**src/rtl/mem_port_arbiter_pkg.sv**
```systemverilog
`default_nettype none
// ============================================================================
//  Module      : mem_port_arbiter_pkg
//  Description : Shared types and constants for the unified memory-port
//                arbiter: FSM state encoding, requester source IDs and the
//                default memory latency.
//  Revision    : 1.0  initial release
// ============================================================================
package mem_port_arbiter_pkg;

  // Arbiter FSM states
  typedef enum logic [1:0] {
    ARB_IDLE      = 2'd0,
    ARB_ISSUE_IF  = 2'd1,
    ARB_ISSUE_MEM = 2'd2,
    ARB_WAIT      = 2'd3
  } arb_state_e;

  // Requester identifiers; also the bit index into the picker request vector
  localparam logic SRC_IF  = 1'b0;
  localparam logic SRC_MEM = 1'b1;

  localparam int DEF_MEM_LATENCY = 2;
  localparam int LAT_W           = 4;

endpackage
`default_nettype wire

```
**src/rtl/mem_port_arbiter_rr_pick2.sv**
```systemverilog
`default_nettype none
// ============================================================================
//  Module      : rr_pick2
//  Description : Two-way round-robin picker, purely combinational.
//                A lone request is granted directly; when both request, the
//                source that did not win last time is granted.
//  Ports       : req_i[1:0]   request vector (bit 0 = IF, bit 1 = MEM)
//                last_grant_i source index of the previous winner
//                grant_o[1:0] one-hot grant, all zero when idle
//  Revision    : 1.0  initial release
// ============================================================================
module rr_pick2 (
  input  logic [1:0] req_i,
  input  logic       last_grant_i,
  output logic [1:0] grant_o
);

  always_comb begin
    grant_o = 2'b00;
    case (req_i)
      2'b01:   grant_o = 2'b01;
      2'b10:   grant_o = 2'b10;
      2'b11:   grant_o = last_grant_i ? 2'b01 : 2'b10;
      default: grant_o = 2'b00;
    endcase
  end

endmodule
`default_nettype wire

```
**src/rtl/mem_port_arbiter.sv**
```systemverilog
`default_nettype none
// ============================================================================
//  Module      : mem_port_arbiter
//  Description : Shares one single-port instruction/data memory between the
//                IF-stage fetch and the MEM-stage load/store. One access is
//                in flight at a time; the fixed memory latency is timed and
//                the result is returned with a one-cycle ready pulse.
//  Ports       : clock_i / reset_i        clock, async active-high reset
//                if_req_i, if_addr_i      fetch request and byte address
//                if_rdata_o, if_ready_o   fetched word and completion pulse
//                mem_req_i, mem_we_i,     data request, store flag,
//                mem_addr_i, mem_wdata_i  address and store data
//                mem_rdata_o, mem_ready_o load data and completion pulse
//                port_*                   memory-side access port
//                stall_if_o, stall_mem_o  hazard-unit stall requests
//                busy_o                   access in progress
//  Revision    : 1.0  initial release
// ============================================================================
module mem_port_arbiter
  import mem_port_arbiter_pkg::*;
#(
  parameter int ADDR_W      = 32,
  parameter int DATA_W      = 32,
  parameter int MEM_LATENCY = DEF_MEM_LATENCY
) (
  input  logic              clock_i,
  input  logic              reset_i,
  input  logic              if_req_i,
  input  logic [ADDR_W-1:0] if_addr_i,
  output logic [DATA_W-1:0] if_rdata_o,
  output logic              if_ready_o,
  input  logic              mem_req_i,
  input  logic              mem_we_i,
  input  logic [ADDR_W-1:0] mem_addr_i,
  input  logic [DATA_W-1:0] mem_wdata_i,
  output logic [DATA_W-1:0] mem_rdata_o,
  output logic              mem_ready_o,
  output logic              port_en_o,
  output logic              port_we_o,
  output logic [ADDR_W-1:0] port_addr_o,
  output logic [DATA_W-1:0] port_wdata_o,
  input  logic [DATA_W-1:0] port_rdata_i,
  output logic              stall_if_o,
  output logic              stall_mem_o,
  output logic              busy_o
);

  if ((MEM_LATENCY < 1) || (MEM_LATENCY > 15)) begin : g_bad_latency
    $error("mem_port_arbiter: MEM_LATENCY must lie in 1..15");
  end

  // Counter value loaded on issue; completion happens on the edge where
  // the counter is already zero, giving ready MEM_LATENCY cycles after port_en.
  localparam logic [LAT_W-1:0] LAT_INIT = LAT_W'(MEM_LATENCY - 1);

  arb_state_e        state_q,      state_d;
  logic [LAT_W-1:0]  lat_cnt_q,    lat_cnt_d;
  logic              src_q,        src_d;
  logic              last_grant_q, last_grant_d;
  logic              port_en_q,    port_en_d;
  logic              port_we_q,    port_we_d;
  logic [ADDR_W-1:0] port_addr_q,  port_addr_d;
  logic [DATA_W-1:0] port_wdata_q, port_wdata_d;
  logic [DATA_W-1:0] if_rdata_q,   if_rdata_d;
  logic [DATA_W-1:0] mem_rdata_q,  mem_rdata_d;
  logic              if_ready_q,   if_ready_d;
  logic              mem_ready_q,  mem_ready_d;

  logic [1:0]        w_grant;
  logic              w_unused;

  // Byte-lane bits are dropped: the memory is word addressed.
  assign w_unused = ^{if_addr_i[1:0], mem_addr_i[1:0]};

  rr_pick2 u_pick (
    .req_i        ({mem_req_i, if_req_i}),
    .last_grant_i (last_grant_q),
    .grant_o      (w_grant)
  );

  always_comb begin
    state_d      = state_q;
    lat_cnt_d    = lat_cnt_q;
    src_d        = src_q;
    last_grant_d = last_grant_q;
    port_en_d    = 1'b0;
    port_we_d    = 1'b0;
    port_addr_d  = port_addr_q;
    port_wdata_d = port_wdata_q;
    if_rdata_d   = if_rdata_q;
    mem_rdata_d  = mem_rdata_q;
    if_ready_d   = 1'b0;
    mem_ready_d  = 1'b0;

    case (state_q)
      ARB_IDLE: begin
        // The port strobe and address are registered on entry to ISSUE so
        // they are visible for exactly the ISSUE cycle.
        if (w_grant[SRC_MEM]) begin
          state_d     = ARB_ISSUE_MEM;
          src_d       = SRC_MEM;
          lat_cnt_d   = LAT_INIT;
          port_en_d   = 1'b1;
          port_we_d   = mem_we_i;
          port_addr_d = {mem_addr_i[ADDR_W-1:2], 2'b00};
          if (mem_we_i) begin
            port_wdata_d = mem_wdata_i;
          end
        end else if (w_grant[SRC_IF]) begin
          state_d     = ARB_ISSUE_IF;
          src_d       = SRC_IF;
          lat_cnt_d   = LAT_INIT;
          port_en_d   = 1'b1;
          port_addr_d = {if_addr_i[ADDR_W-1:2], 2'b00};
        end
      end

      ARB_ISSUE_IF, ARB_ISSUE_MEM, ARB_WAIT: begin
        if (lat_cnt_q == '0) begin
          state_d      = ARB_IDLE;
          last_grant_d = src_q;
          if (src_q == SRC_MEM) begin
            mem_rdata_d = port_rdata_i;
            mem_ready_d = 1'b1;
          end else begin
            if_rdata_d = port_rdata_i;
            if_ready_d = 1'b1;
          end
        end else begin
          state_d   = ARB_WAIT;
          lat_cnt_d = lat_cnt_q - LAT_W'(1);
        end
      end

      default: state_d = ARB_IDLE;
    endcase
  end

  always_ff @(posedge clock_i or posedge reset_i) begin
    if (reset_i) begin
      state_q      <= ARB_IDLE;
      lat_cnt_q    <= '0;
      src_q        <= SRC_IF;
      last_grant_q <= SRC_IF;
      port_en_q    <= 1'b0;
      port_we_q    <= 1'b0;
      port_addr_q  <= '0;
      port_wdata_q <= '0;
      if_rdata_q   <= '0;
      mem_rdata_q  <= '0;
      if_ready_q   <= 1'b0;
      mem_ready_q  <= 1'b0;
    end else begin
      state_q      <= state_d;
      lat_cnt_q    <= lat_cnt_d;
      src_q        <= src_d;
      last_grant_q <= last_grant_d;
      port_en_q    <= port_en_d;
      port_we_q    <= port_we_d;
      port_addr_q  <= port_addr_d;
      port_wdata_q <= port_wdata_d;
      if_rdata_q   <= if_rdata_d;
      mem_rdata_q  <= mem_rdata_d;
      if_ready_q   <= if_ready_d;
      mem_ready_q  <= mem_ready_d;
    end
  end

  assign port_en_o    = port_en_q;
  assign port_we_o    = port_we_q;
  assign port_addr_o  = port_addr_q;
  assign port_wdata_o = port_wdata_q;
  assign if_rdata_o   = if_rdata_q;
  assign if_ready_o   = if_ready_q;
  assign mem_rdata_o  = mem_rdata_q;
  assign mem_ready_o  = mem_ready_q;
  assign stall_if_o   = if_req_i & ~if_ready_q;
  assign stall_mem_o  = mem_req_i & ~mem_ready_q;
  assign busy_o       = (state_q != ARB_IDLE);

endmodule
`default_nettype wire

```
**config.mk**
```make
export PLATFORM = sky130hd
export DESIGN_NAME = mem_port_arbiter
export DESIGN_NICKNAME = d
export VERILOG_FILES = /design/src/rtl/mem_port_arbiter_pkg.sv /design/src/rtl/mem_port_arbiter_rr_pick2.sv /design/src/rtl/mem_port_arbiter.sv
export SDC_FILE = /design/constraint.sdc
export NUM_CORES = 1
export LEC_CHECK = 0
export CORE_MARGIN = 3
export CORE_UTILIZATION = 44
export DETAILED_ROUTE_END_ITERATION = 6
export PLACE_DENSITY = 0.85
export SETUP_SLACK_MARGIN = 0.5
export SLEW_MARGIN = 20
export SYNTH_ARGS = -nofsm -noshare
export SYNTH_HDL_FRONTEND = slang
export SYNTH_SLANG_ARGS = --single-unit
```
**constraint.sdc**
```tcl
create_clock -name clock_i -period 16.6 [get_ports clock_i]
set_clock_uncertainty 0.05 [all_clocks]
set_input_delay 4.98 -clock clock_i [delete_from_list [all_inputs] [get_ports clock_i]]
set_output_delay 4.98 -clock clock_i [all_outputs]
set_load 0.1 [all_outputs]
```
---- Yosys cells after proc, flatten, opt, wreduce, memory -nomap -nowiden ----
Index checks and enable logic that the tools add are counted.
storage, ports and cells
  flip-flop bits (word level) ............. 140
  word-level logic and storage cells ...... 62
operators by class
  add/subtract/negate cells ............... 1
  bitwise operators ....................... 5
  multiplexer cells ....................... 25
  equality and inequality tests ........... 8
  reduce and logical (&&, ||, !) cells .... 11
operator list
  cell                   number
  $mux W32               2
  $mux W1                13
  $mux W4                3
  $reduce_and A3 Y1      3
  $eq A2 B2 Y1 const B   4
  $mux W2                4
  $pmux W4 S2            1
  $pmux W2 S3            1
  $reduce_and A2 Y1      3
  $eq A2 B1 Y1 const B   2
  $logic_not A4 Y1       1
  $pmux W2 S2            1
  $reduce_bool A2 Y1     2
  $sub A4 B1 Y4 const B  1
  $ne A3 B1 Y1 const B   1
  $not A1 Y1             3
  $reduce_or A3 Y1       1
  $and A1 B1 Y1          2
  $logic_not A2 Y1       1
  $ne A2 B2 Y1 const B   1

---- Depth between registers and ports, before layout ----
  word-level depth ........................ 5
  gate-level depth with buffers ........... 8

---- Cells and area by module ----
A second synthesis with hierarchy kept.
second synthesis, totals
  cells, all modules ...................... 390
  area, all modules ....................... 5544.1 µm²
modules (own cells, without submodules)
  module            cells each  instances  area each (µm²)
  mem_port_arbiter  387         1          5525.3
  rr_pick2          3           1          18.8

---- Worst setup path before layout ----
No wires, ideal clock.
  path type ............................... input to output
  start point ............................. in if_req_i
  end point ............................... out stall_if_o
  path slack .............................. 5.256 ns
  stages on the path ...................... 1
  arrival ................................. 6.314 ns
  cells stage by stage .................... nor2b_1
between the ends
  cells in the longest elaborated chain, start to end .. 1
ends and longest elaborated chain
  what                line                     text
  start: declaration  mem_port_arbiter.sv:28   input logic if_req_i,
  $and A1 B1 Y1       mem_port_arbiter.sv:177  assign stall_if_o = if_req_i & ~if_ready_q;
  end: declaration    mem_port_arbiter.sv:43   output logic stall_if_o,
Every way passes these cells.

---- Worst setup path after layout ----
Same ends and word-level chain as after synthesis.

==> qor.txt <==
number of synthesized flops with an enable pin: 0
clk root buf: clkbuf_16
CORE AREA: 12300 sq um
DR vias/cell: 5.19
worst relative slew slack: 0.293
first-pass GRT wire length: 25700 um
CP Buf/Inv Count: 2
Fmax: 83.6 MHz
Worst-Skew Late Latency: 0.41 ns
grt total ovfl: 0
wire length on met1: 5840 um
hold wc startpoint: mem_rdata_o[2]$_DFFE_PP0P_
post-synth top area cell: dfrtp_1
Total GRT Usage: 0.232
Final WS setup: 4.64 ns
WP data arrival: 6.93 ns
CP max stage delay: 1.17 ns
port bufs: 261
WL/cell: 19.1 um
Synth Flop Type: dfrtp_1
slowest CP cell: clkdlybuf4s50_1
Hold Fails Final Rpt: 0
Slew @ Worst Pin: 1.06 ns
Initial DRC Count: 211
reg-to-reg slack, setup: 13.92 ns
Final Critical Period: 11.96 ns
fin crit share: 0.720
CTS tree: yes
#FFs+latches synth: 138
RSZ-0062 raised after global routing: false
Register Area: 3450 sq um
R2R cell count: 5
yosys warns: 0
Critical R2R Launch: lat_cnt_q[0]$_DFFE_PP0P_
top cells by area, synth: dfrtp_1, mux2_2, mux2_4, nand2_1, a31oi_1
Ports: 268
critical path's top delay family: buffers and inverters
crit path launch type: input port
antenna violations before repair: 0
via count: 4461
DR top layer: met4
Pins Over Slew Limit: 0
hold depth: 1
share of cells above drive strength 1: 0.201
FF-to-FF End: if_rdata_o[16]$_DFFE_PP0P_
Inserted Clock Buffers: 17
largest net degree at the start of global routing: 82
sequential element share of the synthesized area: 0.613
starting density of the core: 0.459
overall die height: 119 um
Syn Inst Count: 423
Layout area overhead: 60.8%
dpl hpwl: 11500 um
CTS Hold Bufs: 0
status: complete, no violations
Filler cells: 798
top-count cell post-synth: dfrtp_1
wire length on met2: 8780 um
area of the multi-input gates: 1980 sq um
n_diodes: 0
Final ANT Viol Nets: 0
DR WL met3: 1320 um
setup TNS: 0 ns
vias in the first global route: 4713
CTS Buffer Depth: 2
share of the synthesized area in the top cell type: 0.613
post-route cell area: 9050 sq um
Row Count: 40
DP Area: 8320 sq um
Reg clk slew, reported paths: 0.06 ns
kind of critical path: input port to primary output
CP required: 11.57 ns
final hold slack: 0.439 ns
die span in x: 119 um
# setup viols final: 0
pre-CTS setup slack: 4.70 ns
Residual DRC: 0
DRT Wirelength: 16400 um
worst-path cell chain: clkdlybuf4s50_1 -> nor2b_1 -> clkdlybuf4s50_1
worst-path fanout max: 5
post-CTS setup buffer count: 0
CP endpoint kind: primary output
Worst Hold Path EP: mem_rdata_o[2]$_DFFE_PP0P_
Sink Count: 138
Routability Congestion: 0.763
DR pass1 iterations: 5
DIE AREA: 14200 sq um
max cap viols: 0
Nets: 813
hold crit path type: flop to flop
CP dominant cell by count: clkdlybuf4s50_1
Netlist Area Pre-Place: 5630 sq um
FFs w/ async S/R, synth: 1.00
mean post-synth cell area: 13.3 sq um
Synth top cells by count: dfrtp_1, mux2_2, nand2_1, a21oi_1, a31oi_1
H-tree depth: 4
Synth cell types: 33
CTS resizes: 0
-- flip-flops by register name, indices dropped and copies added (netlist names) --
register,count
if_rdata_o,32
if_ready_o,1
src_q,1
port_addr_o,30
port_en_o,1
state_q,2
lat_cnt_q,4
mem_ready_o,1
port_we_o,1
mem_rdata_o,32
last_grant_q,1
port_wdata_o,32
-- cells by family (layout without fill, tap and decap cells) --
family,count (synthesis),after routing,share of synthesized area
flip-flops,138,138,0.613
multiplexers,96,96,0.211
AND/OR/NAND/NOR,76,76,0.0584
AO/OA/AOI/OAI,74,74,0.0771
buffers and inverters,37,305,0.0369
adder cells (fa/ha/maj),1,1,0.00222
other,1,2,0.000666
-- cell usage in the layout (no fill, tap or decap), drive strengths merged, types with 2 or more instances in the layout --
| cell type | netlist | routed |
|---|---|---|
| nor3b | 2 | 2 |
| mux2 | 96 | 96 |
| inv | 7 | 8 |
| clkdlybuf4s50 | 0 | 261 |
| o2bb2ai | 2 | 2 |
| bufinv | 0 | 8 |
| o21ai | 6 | 6 |
| clkinv | 0 | 3 |
| a31oi | 30 | 30 |
| nor2b | 2 | 2 |
| clkbuf | 18 | 18 |
| buf | 12 | 5 |
| dfrtp | 138 | 138 |
| conb | 1 | 2 |
| clkinvlp | 0 | 2 |
| nand2 | 62 | 62 |
| nor3 | 2 | 2 |
| nor2 | 2 | 2 |
| a22o | 2 | 2 |
| a21oi | 31 | 31 |
-- worst max path at each step --
stage               startpoint          to  slack (ns)  depth (start not counted)
detailed placement    if_req_i  stall_if_o        4.70                          3
floorplan             if_req_i  stall_if_o        5.26                          1
global route          if_req_i  stall_if_o        4.61                          3
global placement      if_req_i  stall_if_o        4.70                          3
finish                if_req_i  stall_if_o        4.64                          3
CTS                   if_req_i  stall_if_o        4.65                          3
-- cell type report --
cell class	count	share of cell area
clock inverters	14	0.0321
inverters	7	0.00318
well taps	168	0.0232
clock buffers	18	0.0485
flip-flops and latches	138	0.381
repair buffers	266	0.293
multi-input cells	249	0.219
-- worst reg2reg max path, stage by stage (launching register included) --
cell and delay [ns]:
dfrtp_1 0.39, inv_1 0.08, ha_1 0.18, or3b_1 0.48, or3_2 0.91, mux2_4 0.47
-- routing by layer --
layer / track usage / up-vias
met1: 0.251 / 2194
met3: 0.0755 / 39
met2: 0.416 / 234
met5: 0 / -
li1: - / 1994
met4: 0.0934 / 0
-- through the flow --
stage,instances,util
final,860,0.738
after global routing,860,0.738
after CTS,860,0.738
after detailed placement,828,0.679
after global placement,828,0.679
after floorplan,424,-
Power is not shown: default switching activity piles up to over one toggle a cycle in this logic, so the estimate is an artifact.
